### src/rtl/sched_arbiter.sv
// Two-requester round-robin front end for the message scheduler: accepts one block at a time,
// starts the scheduler and reports completion. Optional WAIT timeout via `SCHED_TIMEOUT_EN.
module sched_arbiter #(
  parameter int unsigned TIMEOUT = 80
) (
  input  logic         clk,
  input  logic         reset,
  input  logic         req0_valid,
  input  logic [511:0] req0_block,
  input  logic [1:0]   req0_count,
  output logic         req0_ready,
  input  logic         req1_valid,
  input  logic [511:0] req1_block,
  input  logic [1:0]   req1_count,
  output logic         req1_ready,
  output logic         sched_start,
  output logic [511:0] sched_block,
  output logic [1:0]   sched_block_count,
  input  logic         sched_done,
  output logic         resp_valid,
  output logic         resp_id,
  output logic         resp_err,
  output logic         busy
);

  if (TIMEOUT < 65 || TIMEOUT > 255) begin : g_bad_timeout
    $error("sched_arbiter: TIMEOUT must lie in 65..255");
  end

  typedef enum logic [1:0] {IDLE, START, WAIT, RESP} state_t;

  state_t state, state_next;
  logic   last_grant;
  logic   grant_id;
  logic   err_q;
  logic   any_valid;
  logic   grant_sel;
  logic   accept;
  logic   timeout_hit;

  assign any_valid = req0_valid | req1_valid;
  // On a tie the requester not granted last wins; a lone requester always wins.
  assign grant_sel = (req0_valid && req1_valid) ? ~last_grant : req1_valid;
  assign accept    = (state == IDLE) && any_valid;

`ifdef SCHED_TIMEOUT_EN
  logic [7:0] wait_cnt;

  assign timeout_hit = (state == WAIT) && (wait_cnt == 8'(TIMEOUT - 1));

  always_ff @(posedge clk) begin
    if (reset)                wait_cnt <= '0;
    else if (state == START)  wait_cnt <= '0;
    else if (state == WAIT)   wait_cnt <= wait_cnt + 8'd1;
  end
`else
  assign timeout_hit = 1'b0;
`endif

  // NOTE: every output of a combinational block gets a default first so no latch is inferred.
  always_comb begin
    state_next = state;
    case (state)
      IDLE:    if (any_valid) state_next = START;
      START:   state_next = WAIT;
      WAIT:    if (sched_done || timeout_hit) state_next = RESP;
      RESP:    state_next = IDLE;
      default: state_next = IDLE;
    endcase
  end

  // NOTE: sequential state uses non-blocking assignments so all registers update together.
  always_ff @(posedge clk) begin
    if (reset) begin
      state             <= IDLE;
      last_grant        <= 1'b1;
      grant_id          <= 1'b0;
      err_q             <= 1'b0;
      sched_block       <= '0;
      sched_block_count <= '0;
    end else begin
      state <= state_next;
      if (accept) begin
        last_grant        <= grant_sel;
        grant_id          <= grant_sel;
        sched_block       <= grant_sel ? req1_block : req0_block;
        sched_block_count <= grant_sel ? req1_count : req0_count;
      end
      // Done takes precedence over a coincident terminal count.
      if (state == WAIT && state_next == RESP) err_q <= timeout_hit && !sched_done;
    end
  end

  // Outputs are forced low while reset is held, whatever state is still registered.
  assign req0_ready  = !reset && accept && !grant_sel;
  assign req1_ready  = !reset && accept &&  grant_sel;
  assign sched_start = !reset && (state == START);
  assign resp_valid  = !reset && (state == RESP);
  assign resp_id     = resp_valid && grant_id;
  assign resp_err    = resp_valid && err_q;
  assign busy        = !reset && (state != IDLE);

endmodule

### config.mk
export PLATFORM = sky130hd
export DESIGN_NAME = sched_arbiter
export DESIGN_NICKNAME = d
export VERILOG_FILES = /design/src/rtl/sched_arbiter.sv
export SDC_FILE = /design/constraint.sdc
export NUM_CORES = 1
export LEC_CHECK = 0
export ABC_AREA = 1
export CAP_MARGIN = 20
export CELL_PAD_IN_SITES_DETAIL_PLACEMENT = 1
export CELL_PAD_IN_SITES_GLOBAL_PLACEMENT = 1
export CORE_AREA = 2 2 600 602
export DETAILED_ROUTE_END_ITERATION = 10
export DIE_AREA = 0 0 602 604
export PLACE_DENSITY_LB_ADDON = 0.1
export REMOVE_ABC_BUFFERS = 1
export SYNTH_ARGS = -nofsm -noshare
export SYNTH_HDL_FRONTEND = slang
export SYNTH_SLANG_ARGS = --single-unit
### constraint.sdc
create_clock -name clk -period 2.25 [get_ports clk]
set_clock_uncertainty 0.15 [all_clocks]
set_input_delay 0.675 -clock clk [delete_from_list [all_inputs] [get_ports clk]]
set_output_delay 0.675 -clock clk [all_outputs]
set_load 0.02 [all_outputs]
==> impl_metrics.yaml, run 1 <==
outcome:
  status: "finished, violations left"
  violations: "setup timing"
timing:
  tightest_slew_ps: 954
  maxSlewViolCount: 0
  whs_ps: 331
  clock.fmax_ghz: 0.388
  min_period_ps: 2580
  finalSetupViolCount: 443
  rsz0062_at_grt: "true"
  final.period_utilization_pct: 115
  hold_viol_final: 0
  setup_ws_ps: -331
  maxSlewHeadroom_pct: 36.4
pwr:
  leakage_nw: 24.8
  p_total_w: 0.0668
  vdd_ir_drop_max_mv: 0.537
  power-per-cell-area_mw_per_mm2: 1230
setup_path:
  crit_type: "reg2out"
  cp-end-kind: "output port"
  crit_path_start: "state[1]$_SDFFE_PP0P_"
  path_cells: "inv_2 -> ha_4 -> buf_6 -> nor2_4 -> buf_12"
  worstReg2RegStart: "state[1]$_SDFFE_PP0P_"
  critPathArrivalTime_ps: 1760
  required_ps: 1420
  critPathMaxFanout: 3
  crit_path_start_kind: "register"
  cpPeakStageDelay_ps: 330
  slowest_stage: "dfxtp_2"
yosys:
  synth.largest_area_cell: "dfxtp_1"
  synth_top_area_share_pct: 39.7
  synth.area.top_cells: "dfxtp_1 (40%), nor2_1 (22%), nand2_1 (15%)"
  yosysWarnings: 0
  syn_area_mm2: 0.0261
  avgSynthCellArea_um2: 5.88
  netlist_instances: 4444
  ys_types: 17
  ys_ff_latch: 518
  seq_area_frac_synth_pct: 39.7
cells_and_area:
  layout-drive-gt1-share_pct: 22.0
  syn2layout_area_growth_pct: 108
  mostFrequentLayoutCells: "nor2_1 (1437), clkdlybuf4s50_1 (1031), nand2_1 (966), inv_1 (518), o21ai_0 (405)"
  final_common_cell: "nor2_1"
  nets: 7156
placed_design:
  dp_hpwl_um: 186000
  gp_congestion: 0.786
  port_buffers: 1552
  post-place-ws_ps: -1080
global_routing:
  antenna_found_initial: 164
  grt_overflow: 0
  grt_max_degree: 104
  grt_pass1_vias: 34900
  grt_first_pass_wirelength_um: 310000
  grt_usage_pct: 12.3
cts:
  cts_tree: "built"
  cts_buffer_depth: 4
  clk_pin_slew_ps: 50
  cts-root-buf: "clkbuf_16"
  tritoncts.num_buffers: 93
  htreeDepth: 3
  clk-insertion-delay-late_ps: 790
  cts.sinks: 518
route:
  drtPass1Iterations: 5
  drtIter0Drc: 1155
  wirelength_um: 237000
  wl_per_cell_um: 21.6
  ant_nets: 0
  num_vias: 33600
  drt_drc_violations_left: 0
  viasPerCell: 3.07
hold_path:
  min_from: "grant_id$_SDFFE_PP0P_"
  min_path_type: "reg2reg"
die:
  initial_utilization_pct: 7.31
  core_mm2: 0.358
  fp-row-count: 220
  die_w_um: 602
  die_area_mm2: 0.364
  num_io_pins: 1554
  die_y_um: 604
job:
  max_cap_violations: 0
[state kept, by name, indices dropped and copies added (netlist names)]
register and cells:
grant_id 1, last_grant 1, sched_block 512, sched_block_count 2, state 2
[power breakdown]
part,internal (W),switching (W)
Clock,0.00848,0.00591
Combinational,0.0165,0.0206
Sequential,0.0129,0.00234
Total,0.0379,0.0289
[kinds of logic after synthesis]
logic type	count (synthesis)	share of synthesized area, %
AO/OA/AOI/OAI	518	9.92
adder cells (fa/ha/maj)	5	0.239
buffers and inverters	809	12.9
flip-flops	518	39.7
other	1	0.0143
AND/OR/NAND/NOR	2593	37.3
[Yosys cell counts, drive strengths merged]
cell and number:
clkbuf 83, ha 5, dfxtp 518, nand2 1038
o21ai 515, and3 1, nor2 1551, a21oi 3
nand3 2, nor3 1, inv 523, conb 1
buf 203
[layer usage]
metal | up-vias | part of all wire, % | GRT usage, %
met2 | 1005 | 53 | 23.4
li1 | 16600 | - | -
met4 | 88 | 1.9 | 2.01
met1 | 15500 | 38 | 13.0
met3 | 432 | 7.4 | 4.44
met5 | - | 0.23 | 0
[cell type report]
type                    count  area (um2)
fillers                 42800      303000
repair buffers           1865       19400
multi-input cells        3117       13400
flip-flops and latches    518       10700
well taps                4773        5970
clock buffers             142        2720
inverters                 523        1970
clock inverters            13         165
diodes                     24        60.1
[metrics by stage]
step / setup TNS, ps / util [%] / area (um2) / cells
floorplan: - / - / 24700 / 4158
global placement: -334150 / 13.5 / 48300 / 10700
detailed placement: -327850 / 13.5 / 48300 / 10700
CTS: -36130 / 14.7 / 52500 / 10900
global route: -125190 / 15.2 / 54300 / 11000
finish: -62230 / 15.2 / 54300 / 11000
[repair_timing]
action	4_1_cts	5_1_grt
buffers inserted	49	35
cloned	23	31
pin swaps	30	108
setup endpoints to repair	783	521
gates resized for setup	3211	328
endpoints found under the hold margin	0	0
hold buffers	0	0
[final timing paths]
path,to,slack (ps),cells after the start
max,busy,-330,5
max reg2reg,sched_block[448]$_SDFFE_PP0P_,-290,16
min,grant_id$_SDFFE_PP0P_,330,2
min reg2reg,grant_id$_SDFFE_PP0P_,330,2
[worst max-delay path, delay by kind of cell, from the launching register on]
| kind | cells | cell delay (ps) |
|---|---|---|
| and+or+nand+nor | 1 | 150 |
| buffers and inverters | 3 | 320 |
| DFF | 1 | 330 |
| adders and majority gates | 1 | 170 |
(Power assumes the default switching activity.)
==> run 2: changes to the inputs <==
--- a/config.mk
+++ b/config.mk
@@ -12,7 +12,8 @@
 export CORE_AREA = 2 2 600 602
 export DETAILED_ROUTE_END_ITERATION = 10
 export DIE_AREA = 0 0 602 604
-export PLACE_DENSITY_LB_ADDON = 0.1
+export GPL_ROUTABILITY_DRIVEN = 0
+export PLACE_DENSITY_LB_ADDON = 0.15
 export REMOVE_ABC_BUFFERS = 1
 export SYNTH_ARGS = -nofsm -noshare
 export SYNTH_HDL_FRONTEND = slang
==> impl_metrics.yaml, run 2 (synthesis results as in run 1) <==
hold_path:
  hold_path_depth: 2
  min_from: "grant_id$_SDFFE_PP0P_"
  min_path_type: "reg2reg"
outcome:
  violations: "setup timing"
  status: "finished, violations left"
setup_path:
  worst-path-stages: 6
  critPathArrivalTime_ps: 1820
  crit_buf_inv: 3
  crit_path_start_kind: "primary input"
  critPathMaxFanout: 3
  worstReg2RegStart: "state[1]$_SDFFE_PP0P_"
  cp-end-kind: "output port"
  slowest_stage: "clkdlybuf4s50_1"
  critPathTopFamily: "buffers and inverters"
  crit_path_start: "req1_valid"
  path_cells: "clkdlybuf4s50_1 -> nand2_4 -> inv_1 -> nand2_4 -> nor2_4 -> buf_6"
  required_ps: 1420
  cpPeakStageDelay_ps: 570
  reg2reg_depth: 14
  crit_type: "in2out"
  cp_common_cell: "nand2_4"
timing:
  clock.fmax_ghz: 0.379
  rsz0062_at_grt: "true"
  setup_ws_ps: -390
  min_period_ps: 2640
  tightest_slew_ps: 615
  finalSetupViolCount: 22
  maxSlewHeadroom_pct: 59.0
  setup-tns-final_ps: -2050
  final.period_utilization_pct: 117
  maxSlewViolCount: 0
  hold_viol_final: 0
pwr:
  switching_power_w: 0.0289
  seqPwrFrac_pct: 22.8
  vdd_ir_drop_max_mv: 0.475
  leakage_nw: 24.9
  internal-power_w: 0.0384
  clockPowerShare_pct: 22.6
  switching_share_pct: 43.0
  power-per-cell-area_mw_per_mm2: 1240
  combPwrFrac_pct: 54.6
route:
  viasPerCell: 3.05
  wirelength_um: 234000
  drtIter0Drc: 1256
  ant_nets: 0
  drt_drc_violations_left: 0
  num_vias: 33600
  wl_per_cell_um: 21.2
  drtPass1Iterations: 5
cells_and_area:
  reg_top3: "sched_block x512, sched_block_count x2, state x2"
  nFillCells: 42900
  mostFrequentLayoutCells: "nor2_1 (1445), clkdlybuf4s50_1 (1031), nand2_1 (1029), inv_1 (519), o21ai_0 (453)"
  largest_reg_flops: 512
  top_register: "sched_block"
  syn2layout_area_growth_pct: 107
  fin_area_mm2: 0.0542
  layout.cells.non_filler: 11000
  utilization_pct: 15.2
  layout-drive-gt1-share_pct: 20.8
  final_common_cell: "nor2_1"
  nets: 7180
cts:
  cts_tree: "built"
  clk-insertion-delay-late_ps: 780
  cts-root-buf: "clkbuf_16"
  cts.sinks: 518
  clk_pin_slew_ps: 50
  tritoncts.num_buffers: 94
  htreeDepth: 3
  cts_buffer_depth: 4
global_routing:
  grt_max_degree: 103
  grt_overflow: 0
  antenna_found_initial: 109
  grt_first_pass_wirelength_um: 303000
  grt_pass1_vias: 34700
  grt_usage_pct: 12.0
die:
  die_y_um: 604
  num_io_pins: 1554
  die_area_mm2: 0.364
  fp-row-count: 220
  core_mm2: 0.358
  initial_utilization_pct: 7.31
  die_w_um: 602
placed_design:
  dpl-instance-area_mm2: 0.0486
  port_buffers: 1552
  place_inst: 10700
  dp_hpwl_um: 184000
  post-place-ws_ps: -1050
job:
  max_cap_violations: 0
[run 2: tightest hold or removal path, cell delays in order, from the launching register on]
cell     delay, ps
dfxtp_1        310
nand2_1         60
a21oi_1         60
[run 2: power by group through the flow]
stage,clock (W),combinational (W),sequential [W]
6_report,0.0152,0.0367,0.0153
5_1_grt,0.0165,0.0402,0.0158
4_1_cts,0.0162,0.0340,0.0154
3_5_place_dp,0,0.0324,0.0149
3_3_place_gp,0,0.0324,0.0149
2_1_floorplan,0,0.00429,0.0112
[run 2: routing by layer]
layer | part of all wire (%) | track usage (%) | wire, um | vias up
met2 | 51 | 22.2 | 120000 | 887
met1 | 39 | 13.1 | 91300 | 15600
li1 | - | - | - | 16700
met4 | 1.6 | 1.90 | 3750 | 94
met5 | 0.24 | 0 | 561 | -
met3 | 7.8 | 4.60 | 18300 | 337
[run 2: worst paths after layout]
path                                        end  slack (ps)
setup reg to reg  sched_block[271]$_SDFFE_PP0P_         -50
hold reg to reg           grant_id$_SDFFE_PP0P_         320
setup / recovery                     req1_ready        -390
hold / removal            grant_id$_SDFFE_PP0P_         320
[run 2: area by class of cell]
class                   count  area, um2  share of cell area [%]
repair buffers           1888      19600                    36.1
multi-input cells        3117      12800                    23.6
flip-flops and latches    518      10700                    19.7
well taps                4773       5970                    11.0
clock buffers             135       2740                    5.05
inverters                 523       1970                    3.64
clock inverters            32        397                   0.732
diodes                     22       55.1                   0.102
[run 2: per-stage QoR]
step	total power (W)	hold slack, ps
after floorplan	0.0155	285
after global placement	0.0473	300
after detailed placement	0.0473	315
after CTS	0.0656	248
after global routing	0.0725	305
final	0.0673	321
[run 2: repair_timing]
action,CTS,global route
setup buffers,24,44
cloned,11,38
endpoints found under the hold margin,0,0
endpoints found under the setup margin,841,332
resized for setup,2892,209
hold buffers,0,0
pin swaps,7,56
